## src/rtl/mem_access_ctrl.sv

```systemverilog
// MEM-stage data-memory access controller: one load/store per pipeline slot,
// issued as an address phase then a data phase on an SRAM-like split bus.
module mem_access_ctrl #(
    parameter logic [31:0] ADDR_MASK = 32'h1FFF_FFFF
) (
    input  logic        clk,
    input  logic        rst,
    input  logic        mem_read_flag,
    input  logic        mem_write_flag,
    input  logic        mem_sign_ext_flag,
    input  logic [3:0]  mem_sel,
    input  logic [31:0] mem_addr,
    input  logic [31:0] mem_write_data,
    input  logic        flush,
    input  logic        stall_in,
    output logic        stall_request,
    output logic [31:0] load_data,
    output logic        addr_error_load,
    output logic        addr_error_store,
    output logic        bus_en,
    output logic [3:0]  bus_wen,
    output logic [31:0] bus_addr,
    output logic [31:0] bus_wdata,
    input  logic        bus_addr_ok,
    input  logic        bus_data_ok,
    input  logic [31:0] bus_rdata
);

    typedef enum logic [1:0] {
        IDLE,
        WAIT_ADDR,
        WAIT_DATA,
        HOLD
    } state_t;

    state_t      state, state_d;
    logic        cancel, cancel_d;
    logic [31:0] load_q, load_d;
    logic        capture;

    logic [31:0] req_addr;
    logic [3:0]  req_wen;
    logic [31:0] req_wdata;
    logic [3:0]  req_sel;
    logic        req_sign;

    logic        is_half, is_word, misaligned, valid_acc;
    logic [31:0] new_addr, new_wdata, rd_ext;
    logic [3:0]  new_wen;

    function automatic logic [31:0] extract(
        input logic [31:0] rd,
        input logic [3:0]  sel,
        input logic [1:0]  lo,
        input logic        sign
    );
        logic [7:0]  b;
        logic [15:0] h;
        b = rd[{lo, 3'b000} +: 8];
        h = lo[1] ? rd[31:16] : rd[15:0];
        case (sel)
            4'b0001: extract = {{24{sign & b[7]}}, b};
            4'b0011: extract = {{16{sign & h[15]}}, h};
            default: extract = rd;
        endcase
    endfunction

    always_comb begin
        is_half          = (mem_sel == 4'b0011);
        is_word          = (mem_sel == 4'b1111);
        misaligned       = (is_half & mem_addr[0]) | (is_word & (|mem_addr[1:0]));
        addr_error_load  = mem_read_flag & misaligned;
        addr_error_store = mem_write_flag & misaligned;
        valid_acc        = (mem_read_flag | mem_write_flag) & ~misaligned & ~flush;
    end

    always_comb begin
        new_addr = mem_addr & ADDR_MASK;
        new_wen  = mem_write_flag ? (mem_sel << mem_addr[1:0]) : 4'b0000;
        case (mem_sel)
            4'b0001: new_wdata = {4{mem_write_data[7:0]}};
            4'b0011: new_wdata = {2{mem_write_data[15:0]}};
            default: new_wdata = mem_write_data;
        endcase
        rd_ext = extract(bus_rdata, req_sel, req_addr[1:0], req_sign);
    end

    always_comb begin
        state_d       = state;
        cancel_d      = cancel;
        load_d        = load_q;
        capture       = 1'b0;
        bus_en        = 1'b0;
        bus_wen       = 4'b0000;
        bus_addr      = 32'h0;
        bus_wdata     = 32'h0;
        stall_request = 1'b0;
        load_data     = load_q;
        unique case (state)
            IDLE: begin
                if (valid_acc) begin
                    bus_en        = 1'b1;
                    bus_wen       = new_wen;
                    bus_addr      = new_addr;
                    bus_wdata     = new_wdata;
                    stall_request = 1'b1;
                    capture       = 1'b1;
                    state_d       = bus_addr_ok ? WAIT_DATA : WAIT_ADDR;
                end
            end
            WAIT_ADDR: begin
                bus_en        = 1'b1;
                bus_wen       = req_wen;
                bus_addr      = req_addr;
                bus_wdata     = req_wdata;
                stall_request = cancel ? valid_acc : 1'b1;
                if (flush)
                    cancel_d = 1'b1;
                if (bus_addr_ok)
                    state_d = WAIT_DATA;
            end
            WAIT_DATA: begin
                stall_request = cancel ? valid_acc : 1'b1;
                if (flush)
                    cancel_d = 1'b1;
                if (bus_data_ok) begin
                    cancel_d = 1'b0;
                    // A flushed access still drains, but its data is dropped
                    if (cancel | flush) begin
                        stall_request = valid_acc;
                        state_d       = IDLE;
                    end else begin
                        stall_request = 1'b0;
                        load_data     = rd_ext;
                        load_d        = rd_ext;
                        state_d       = stall_in ? HOLD : IDLE;
                    end
                end
            end
            HOLD: begin
                if (!stall_in || flush)
                    state_d = IDLE;
            end
            default: state_d = IDLE;
        endcase
    end

    always_ff @(posedge clk) begin
        if (rst) begin
            state     <= IDLE;
            cancel    <= 1'b0;
            load_q    <= 32'h0;
            req_addr  <= 32'h0;
            req_wen   <= 4'b0000;
            req_wdata <= 32'h0;
            req_sel   <= 4'b0000;
            req_sign  <= 1'b0;
        end else begin
            state  <= state_d;
            cancel <= cancel_d;
            load_q <= load_d;
            if (capture) begin
                req_addr  <= new_addr;
                req_wen   <= new_wen;
                req_wdata <= new_wdata;
                req_sel   <= mem_sel;
                req_sign  <= mem_sign_ext_flag;
            end
        end
    end

endmodule

```

## config.mk

```make
export PLATFORM = sky130hd
export DESIGN_NAME = mem_access_ctrl
export DESIGN_NICKNAME = d
export VERILOG_FILES = /design/src/rtl/mem_access_ctrl.sv
export SDC_FILE = /design/constraint.sdc
export NUM_CORES = 1
export LEC_CHECK = 0
export ABC_AREA = 1
export CAP_MARGIN = 25
export CORE_MARGIN = 2
export CORE_UTILIZATION = 45
export DETAILED_ROUTE_END_ITERATION = 8
export PLACE_DENSITY = 0.79
export SYNTH_ARGS = -nofsm -noshare
export SYNTH_HDL_FRONTEND = slang
export SYNTH_SLANG_ARGS = --single-unit
```

## constraint.sdc

```tcl
create_clock -name clk -period 2.9 [get_ports clk]
set_input_delay 0.29 -clock clk [delete_from_list [all_inputs] [get_ports clk]]
set_output_delay 0.29 -clock clk [all_outputs]
set_load 0.1 [all_outputs]
```

# Yosys cells after proc, flatten, opt, wreduce, memory -nomap -nowiden
# Cells that the tools add are included.
# W data, S select, Z words.
[totals]
register_bits = 105
latch_bits = 0
ram_bits = 0
rom_bits = 0
inputBits = 109
output_inout_bits = 104
wordCells = 72
mem_count = 0
[classes]
n_addsub = 0
n_mul = 0
n_div = 0
magnitude_cmp = 0
n_eq_ne = 12
n_shift = 2
mux = 31
n_bitwise = 13
n_reduce_logical = 6
[op_table]
columns = ["cell", "n"]
rows = [
  ["$pmux W32 S2", 3],
  ["$mux W32", 4],
  ["$pmux W29 S2", 1],
  ["$shiftx A32 B6 Y8", 1],
  ["$mux W29", 1],
  ["$mux W16", 1],
  ["$mux W2", 7],
  ["$and A1 B1 Y1", 8],
  ["$eq A4 B1 Y1 const B", 2],
  ["$eq A4 B2 Y1 const B", 2],
  ["$mux W4", 2],
  ["$ne A2 B2 Y1 const B", 4],
  ["$pmux W2 S4", 1],
  ["$pmux W4 S2", 1],
  ["$mux W1", 7],
  ["$eq A2 B2 Y1 const B", 2],
  ["$eq A4 B4 Y1 const B", 1],
  ["$pmux W1 S2", 2],
  ["$reduce_and A4 Y1", 1],
  ["$shl A4 B2 Y4", 1],
  ["$or A1 B1 Y1", 3],
  ["$pmux W1 S3", 1],
  ["$eq A2 B1 Y1 const B", 1],
  ["$logic_not A2 Y1", 1],
  ["5 further kinds", 6],
]

# Longest topological paths before layout
# Gate-level depths: netlist of the first run.
[depth]
word_depth = 9
ltp_mapped = 10
ltp_nobuf = 9

# Worst setup path after synthesis of the first run
# Ideal clock, no wire load.
[synth_path]
kind = "register to output"
start = "reg state[1]"
end = "out bus_addr[0]"
arrival_time_ns = 3.041
t_required_ns = 2.610
slack_ns = -0.431
path_stages_with_launch = 6
path_buffers = 1
path_cell_list = "dfxtp_1 -> inv_1 -> ha_1 -> clkbuf_1 -> inv_1 -> o21ai_0"
[synth_between]
elab_chain_len = 2
elab_cells_between_ends = 3
classes_between = "1 x eq/ne; 1 x mux; 1 x reduce/logical"
[synth_lines]
columns = ["item", "line", "text"]
rows = [
  ["start, declared", "36", "state_t state, state_d;"],
  ["start signal, assigned", "159", "state <= state_d;"],
  ["$eq A2 B1 Y1 or $logic_not A2 Y1 (tied branches)", "99", "unique case (state)"],
  ["$pmux W29 S2 (*)", "99", ""],
  ["end, declared", "22", "output logic [31:0] bus_addr,"],
]
# Mark *: on every way between the ends. The rest lies on a longest branch, timed or not.

# Worst setup path after layout of the first run
[layout_path]
start = "reg req_sel[2]"
end = "out load_data[6]"
[layout_between]
elab_chain_len = 5
elab_cells_between_ends = 6
classes_between = "2 x eq/ne; 4 x mux"
[layout_lines]
columns = ["item", "line", "text"]
rows = [
  ["start, declared", "44", "logic [3:0] req_sel;"],
  ["start signal, assigned", "166", "req_sel <= mem_sel;"],
  ["$eq A4 B2 Y1 or $eq A4 B1 Y1 (tied branches)", "61", "case (sel)"],
  ["$pmux W32 S2 (*)", "61", ""],
  ["$mux W32 (*)", "129", "if (cancel | flush) begin"],
  ["$mux W32 (*)", "126", "if (bus_data_ok) begin"],
  ["$mux W32 (*)", "99", ""],
  ["end, declared", "17", "output logic [31:0] load_data,"],
]
# Marks and branches as above.

==> results.yml, run 1 <==
clocking:
  root_buffer: "clkbuf_16"
  post_cts_buffers: 0
  cts_buffers: 9
  h-tree-depth: 3
  cts_buffer_depth: 2
  cts_resized: 0
  clkSinkCount: 105
  clk_pin_slew_ps: 70
  clkLatencyLatePin_ps: 350
  cts_hold_buffers: 0
  cts_tree: "done"
yosys:
  ys_seq_area_share_pct: 35.6
  synth.avg_cell_area_um2: 6.18
  ys.flop_type: "dfxtp_1"
  synth.distinct_cells: 32
  synth_top_family_by_area: "simple AND/OR/NAND/NOR gates"
  netlist_area_um2: 5910
  synth-xor-area-share_pct: 0
  synth_fa_ha_area_share_pct: 1.06
  synthSimpleGateAreaFrac_pct: 38.4
  synth-edff-count: 0
  synth_top_area_cell: "dfxtp_1"
  synth_seq_cells: 105
  synth_compound_area_share_pct: 14.2
  yosysWarnings: 0
  synth_top_cell_area_share_pct: 35.6
  synth.area.top_cells: "dfxtp_1 36%, nand2_1 25%, a21oi_1 9.9%"
  synthCells: 957
  synthMuxAreaShare_pct: 0
  async_reset_ff_share_pct: 0
timing:
  rsz0062_at_grt: "no"
  fmax_mhz: 389
  relSlewSlack_pct: 65.2
  finalCritPeriodShare_pct: 88.6
  worstMarginPinSlew_ps: 521
  finalCriticalPeriod_ps: 2570
  fin_skew_ps: 6.97
  timing_max_transition_violations_final: 0
  finalSetupViolations: 0
  hold_viol: 0
  finalSetupTns_ps: 0
route:
  drt-total-wl_mm: 18.5
  drt_first_iter_violations: 508
  wire_per_inst_um: 14.1
  num_vias: 6632
  firstDrtPassIters: 5
  postRouteAntennaNets: 0
  post-route-drc-count: 0
  vias_per_cell: 5.05
place:
  io_buffers: 206
  place_congestion: 0.910
  dpl.cell_count: 1299
  hpwl_mm: 13.7
min_path:
  min_from: "rst"
  worstHoldPathCells: 2
  hold_class: "in2reg"
  worstHoldEndpoint: "req_wdata[0]"
critical_path:
  endpoint_kind: "primary output"
  cp_data_required_time_ps: 2610
  rr_startpoint: "state[0]"
  crit_fanout: 14
  worst-r2r-setup-slack_ps: 1050
  worstSetupPathType: "reg2out"
  timing.critical_path.from_type: "flip-flop"
  rr_worst_depth: 8
  crit_arrival_ps: 2280
  crit-reg2reg-capture: "load_q[17]"
global_route:
  antenna_found_initial: 0
  grt_overflow_total: 0
  grt_pass1_wl_mm: 30.5
  grt_start_max_net_pins: 56
  grt_pass1_vias: 6104
  grt_use_total_pct: 26.6
finish:
  layout-drive-gt1-share_pct: 15.8
  diodes: 0
  fin_cells: 1314
  area_growth_pct: 57.9
  utilization_pct: 73.4
  finish.net_count: 1252
floorplan:
  fp-row-count: 41
  die_area_um2: 14100
  die_w_um: 119
  die_h_um: 119
  core_um2: 12700
  io_pins: 213
  start_util_pct: 46.5
power_and_ir_drop:
  ir_drop_uv: 854
  total_power_mw: 8.25
  power.density_nw_per_um2: 884
  leakage_nw: 4.38
run:
  cap_violations: 0
outcome:
  status: "finished, final reports clean"
layout by cell type, fill, tap and decap left out, drive strengths merged:
cell / n
nand3: 54
nand4: 2
conb: 3
ha: 5
nand2: 399
buf: 120
inv: 83
dfxtp: 105
a311oi: 1
o211ai: 3
nor3: 3
clkinv: 5
o21ai: 37
nor2: 56
a21o: 1
a31oi: 1
clkdlybuf4s50: 104
o21a: 1
a21oi: 118
clkbuf: 11
or2: 30
power breakdown:
| part | switching [mW] | internal [mW] | total [mW] |
|---|---|---|---|
| Clock | 0.529 | 0.596 | 1.12 |
| Combinational | 3.61 | 1.76 | 5.37 |
| Sequential | 0.110 | 1.65 | 1.76 |
how the worst max path moves through the flow:
stage / start / to
floorplan: state[1] / bus_addr[0]
global placement: mem_addr[1] / bus_addr[1]
detailed placement: mem_addr[1] / bus_addr[1]
CTS: state[0] / load_data[17]
global route: req_sel[2] / load_data[0]
finish: req_sel[2] / load_data[6]
sequential cells by signal, summed over array words and instances, names as in the netlist:
register,flops
cancel,1
load_q,32
req_addr,29
req_sel,4
req_sign,1
req_wdata,32
req_wen,4
state,2
synth_stat cells (2+ instances only):
master	number
a21oi_1	117
inv_1	81
or2_2	29
nand2_1	393
dfxtp_1	105
o211ai_1	3
buf_6	8
nand3_1	51
buf_2	7
nand3_4	2
nor3_1	2
o21ai_0	37
buf_4	11
ha_1	5
inv_2	2
clkbuf_1	30
nor2_1	54
nand2_2	6
metrics by stage:
stage	hold WS [ps]	cell area, um2	worst slack [ps]
CTS	403	9340	321
finish	409	9340	330
global route	426	9340	53.4
detailed placement	452	9070	460
floorplan	409	5920	-431
global placement	448	9070	457
metal layers:
layer	GRT usage (%)	share of wire [%]
met4	11.1	2.5
met2	43.9	49
met5	0	0
met3	4.83	6.2
met1	33.9	42
area by class of cell:
cell class	count	area, um2
fill	1059	3390
timing repair buffer	224	3260
multi-input combinational	714	3180
sequential	105	2100
inverter	84	315
clock buffer	11	243
tap	172	215
clock inverter	4	20.0
cells by family after synthesis:
logic type,count (synthesis)
buffers and inverters,140
AO/OA/AOI/OAI,162
other,1
AND/OR/NAND/NOR,544
flip-flops,105
adder cells (fa/ha/maj),5
worst max-delay path, stage by stage, from the launching register on:
cell and delay [ps]:
dfxtp_1 310, inv_1 70, nand3_1 380, nor2_1 530, nand2_1 100, nand3_1 90, o21ai_0 120, inv_1 140
buf_12 180
Note: power is estimated with default switching activity, not from simulation.
==> run 2: changes to the inputs <==
--- a/config.mk
+++ b/config.mk
@@ -9,6 +9,7 @@
 export CAP_MARGIN = 25
 export CORE_MARGIN = 2
 export CORE_UTILIZATION = 45
+export CTS_CLUSTER_SIZE = 40
 export DETAILED_ROUTE_END_ITERATION = 8
 export PLACE_DENSITY = 0.79
 export SYNTH_ARGS = -nofsm -noshare
==> results of run 2 <==
The final DEF is identical to that of run 1; final timing and power are the same.
==> run 3: changes to the inputs <==
--- a/config.mk
+++ b/config.mk
@@ -12,6 +12,7 @@
 export CTS_CLUSTER_SIZE = 40
 export DETAILED_ROUTE_END_ITERATION = 8
 export PLACE_DENSITY = 0.79
+export REMOVE_ABC_BUFFERS = 1
 export SYNTH_ARGS = -nofsm -noshare
 export SYNTH_HDL_FRONTEND = slang
 export SYNTH_SLANG_ARGS = --single-unit
==> constraint.sdc (replaced) <==
create_clock -name clk -period 3.1 [get_ports clk]
set_input_delay 0.31 -clock clk [delete_from_list [all_inputs] [get_ports clk]]
set_output_delay 0.31 -clock clk [all_outputs]
set_load 0.1 [all_outputs]
==> results.yml, run 3 (synthesized netlist as in run 1, its figures left out) <==
floorplan:
  core_um2: 12700
  die_area_um2: 14100
  die_h_um: 119
  io_pins: 213
  die_w_um: 119
  start_util_pct: 46.5
  fp-row-count: 41
clocking:
  cts_buffers: 9
  clk_pin_slew_ps: 70
  cts_resized: 0
  clkSinkCount: 105
  cts_hold_buffers: 0
  clkLatencyLatePin_ps: 350
  cts_tree: "done"
  root_buffer: "clkbuf_16"
  h-tree-depth: 3
  post_cts_buffers: 0
  cts_buffer_depth: 2
route:
  num_vias: 6602
  wire_per_inst_um: 13.8
  vias_per_cell: 5.04
  post-route-drc-count: 0
  postRouteAntennaNets: 0
  drt_first_iter_violations: 540
  drt-total-wl_mm: 18.2
  firstDrtPassIters: 7
critical_path:
  timing.critical_path.from_type: "flip-flop"
  crit_fanout: 13
  crit_arrival_ps: 2570
  cp_data_required_time_ps: 2790
  rr_startpoint: "req_addr[1]"
  endpoint_kind: "primary output"
  worstSetupPathType: "reg2out"
  crit_start: "req_addr[1]"
global_route:
  grt-busiest-layer: "met2"
  grt_use_total_pct: 25.6
  met2_usage_pct: 43.6
  antenna_found_initial: 0
  grt_start_max_net_pins: 68
  use_met1_pct: 28.7
  grt_pass1_wl_mm: 29.3
  grt_overflow_total: 0
  grt_pass1_vias: 6122
  gr-usage-met3_pct: 10.0
place:
  place_congestion: 0.875
  dpl.cell_count: 1296
  hpwl_mm: 13.3
  io_buffers: 206
outcome:
  status: "finished, final reports clean"
finish:
  n_fill_cell: 1046
  layout_commonest_cell: "nand2_1"
  most-common-layout-cells: "393 x nand2_1, 117 x a21oi_1, 105 x dfxtp_1"
  area_growth_pct: 58.2
  layout-drive-gt1-share_pct: 15.6
  diodes: 0
  finish.net_count: 1249
  fin_cells: 1311
  top_regs: "load_q x32, req_wdata x32, req_addr x29"
timing:
  timing_max_transition_violations_final: 0
  finalCriticalPeriod_ps: 2880
  rsz0062_at_grt: "no"
  finalCritPeriodShare_pct: 92.9
  finalSetupViolations: 0
  fin_skew_ps: 7.26
  hold_viol: 0
  fmax_mhz: 347
  worstMarginPinSlew_ps: 691
  relSlewSlack_pct: 53.9
run:
  cap_violations: 0
power_and_ir_drop:
  power.density_nw_per_um2: 842
  total_power_mw: 7.88
  leakage_nw: 4.38
  ir_drop_uv: 500
min_path:
  hold_class: "in2reg"
  min_from: "rst"
[run 3: cell types whose count changed in the layout (fill, tap and decap cells not counted)]
cell / delta
clkbuf_8: -1
buf_4: -2
clkinvlp_4: +2
buf_12: -1
clkinv_1: -1
clkinv_4: +1
clkinv_2: -3
bufinv_16: +2
[run 3: metal layers]
metal,routed length (um),vias up
li1,-,3357
met1,7070,2972
met2,8970,236
met3,1560,37
met4,555,0
met5,0,-
[run 3: power breakdown]
| group | switching, mW | internal (mW) | leakage [nW] |
|---|---|---|---|
| logic | 3.38 | 1.63 | 3.37 |
| clock network | 0.517 | 0.704 | 0.149 |
| registers | 0.101 | 1.54 | 0.855 |
[run 3: worst paths after layout]
path	end	slack, ps	cells past startpoint
worst max register to register	load_q[13]	970	8
worst max-delay path	load_data[13]	220	9
worst min register to register	req_wen[2]	460	2
worst min-delay path	load_q[24]	400	2
[run 3: stage by stage]
stage / area [um2] / utilization [%] / hold WS [ps] / setup WS, ps / setup TNS, ps
CTS: 9350 / 73.5 / 386 / 195 / 0
detailed placement: 9040 / 71.0 / 454 / 396 / 0
global route: 9350 / 73.5 / 412 / 5.76 / 0
floorplan: 5600 / - / 379 / -1230 / -2510
finish: 9350 / 73.5 / 398 / 220 / 0
global placement: 9040 / 71.0 / 448 / 450 / 0
[run 3: layout make-up]
type / instances / area (um2) / area share, %
Sequential cell: 105 / 2100 / 22.5
Clock inverter: 5 / 81.3 / 0.870
Multi-Input combinational cell: 714 / 3180 / 34.1
Clock buffer: 10 / 229 / 2.45
Inverter: 84 / 319 / 3.41
Timing Repair Buffer: 221 / 3220 / 34.4
Tap cell: 172 / 215 / 2.30
[run 3: worst max-delay path, stage by stage, from the launching register on]
cell and delay [ps]:
dfxtp_1 640, clkinvlp_4 370, nand2_1 140, nand3_1 100, nand4_2 250, buf_4 250, nand2_1 70, nand2_1 90
nand2_1 100, buf_12 180
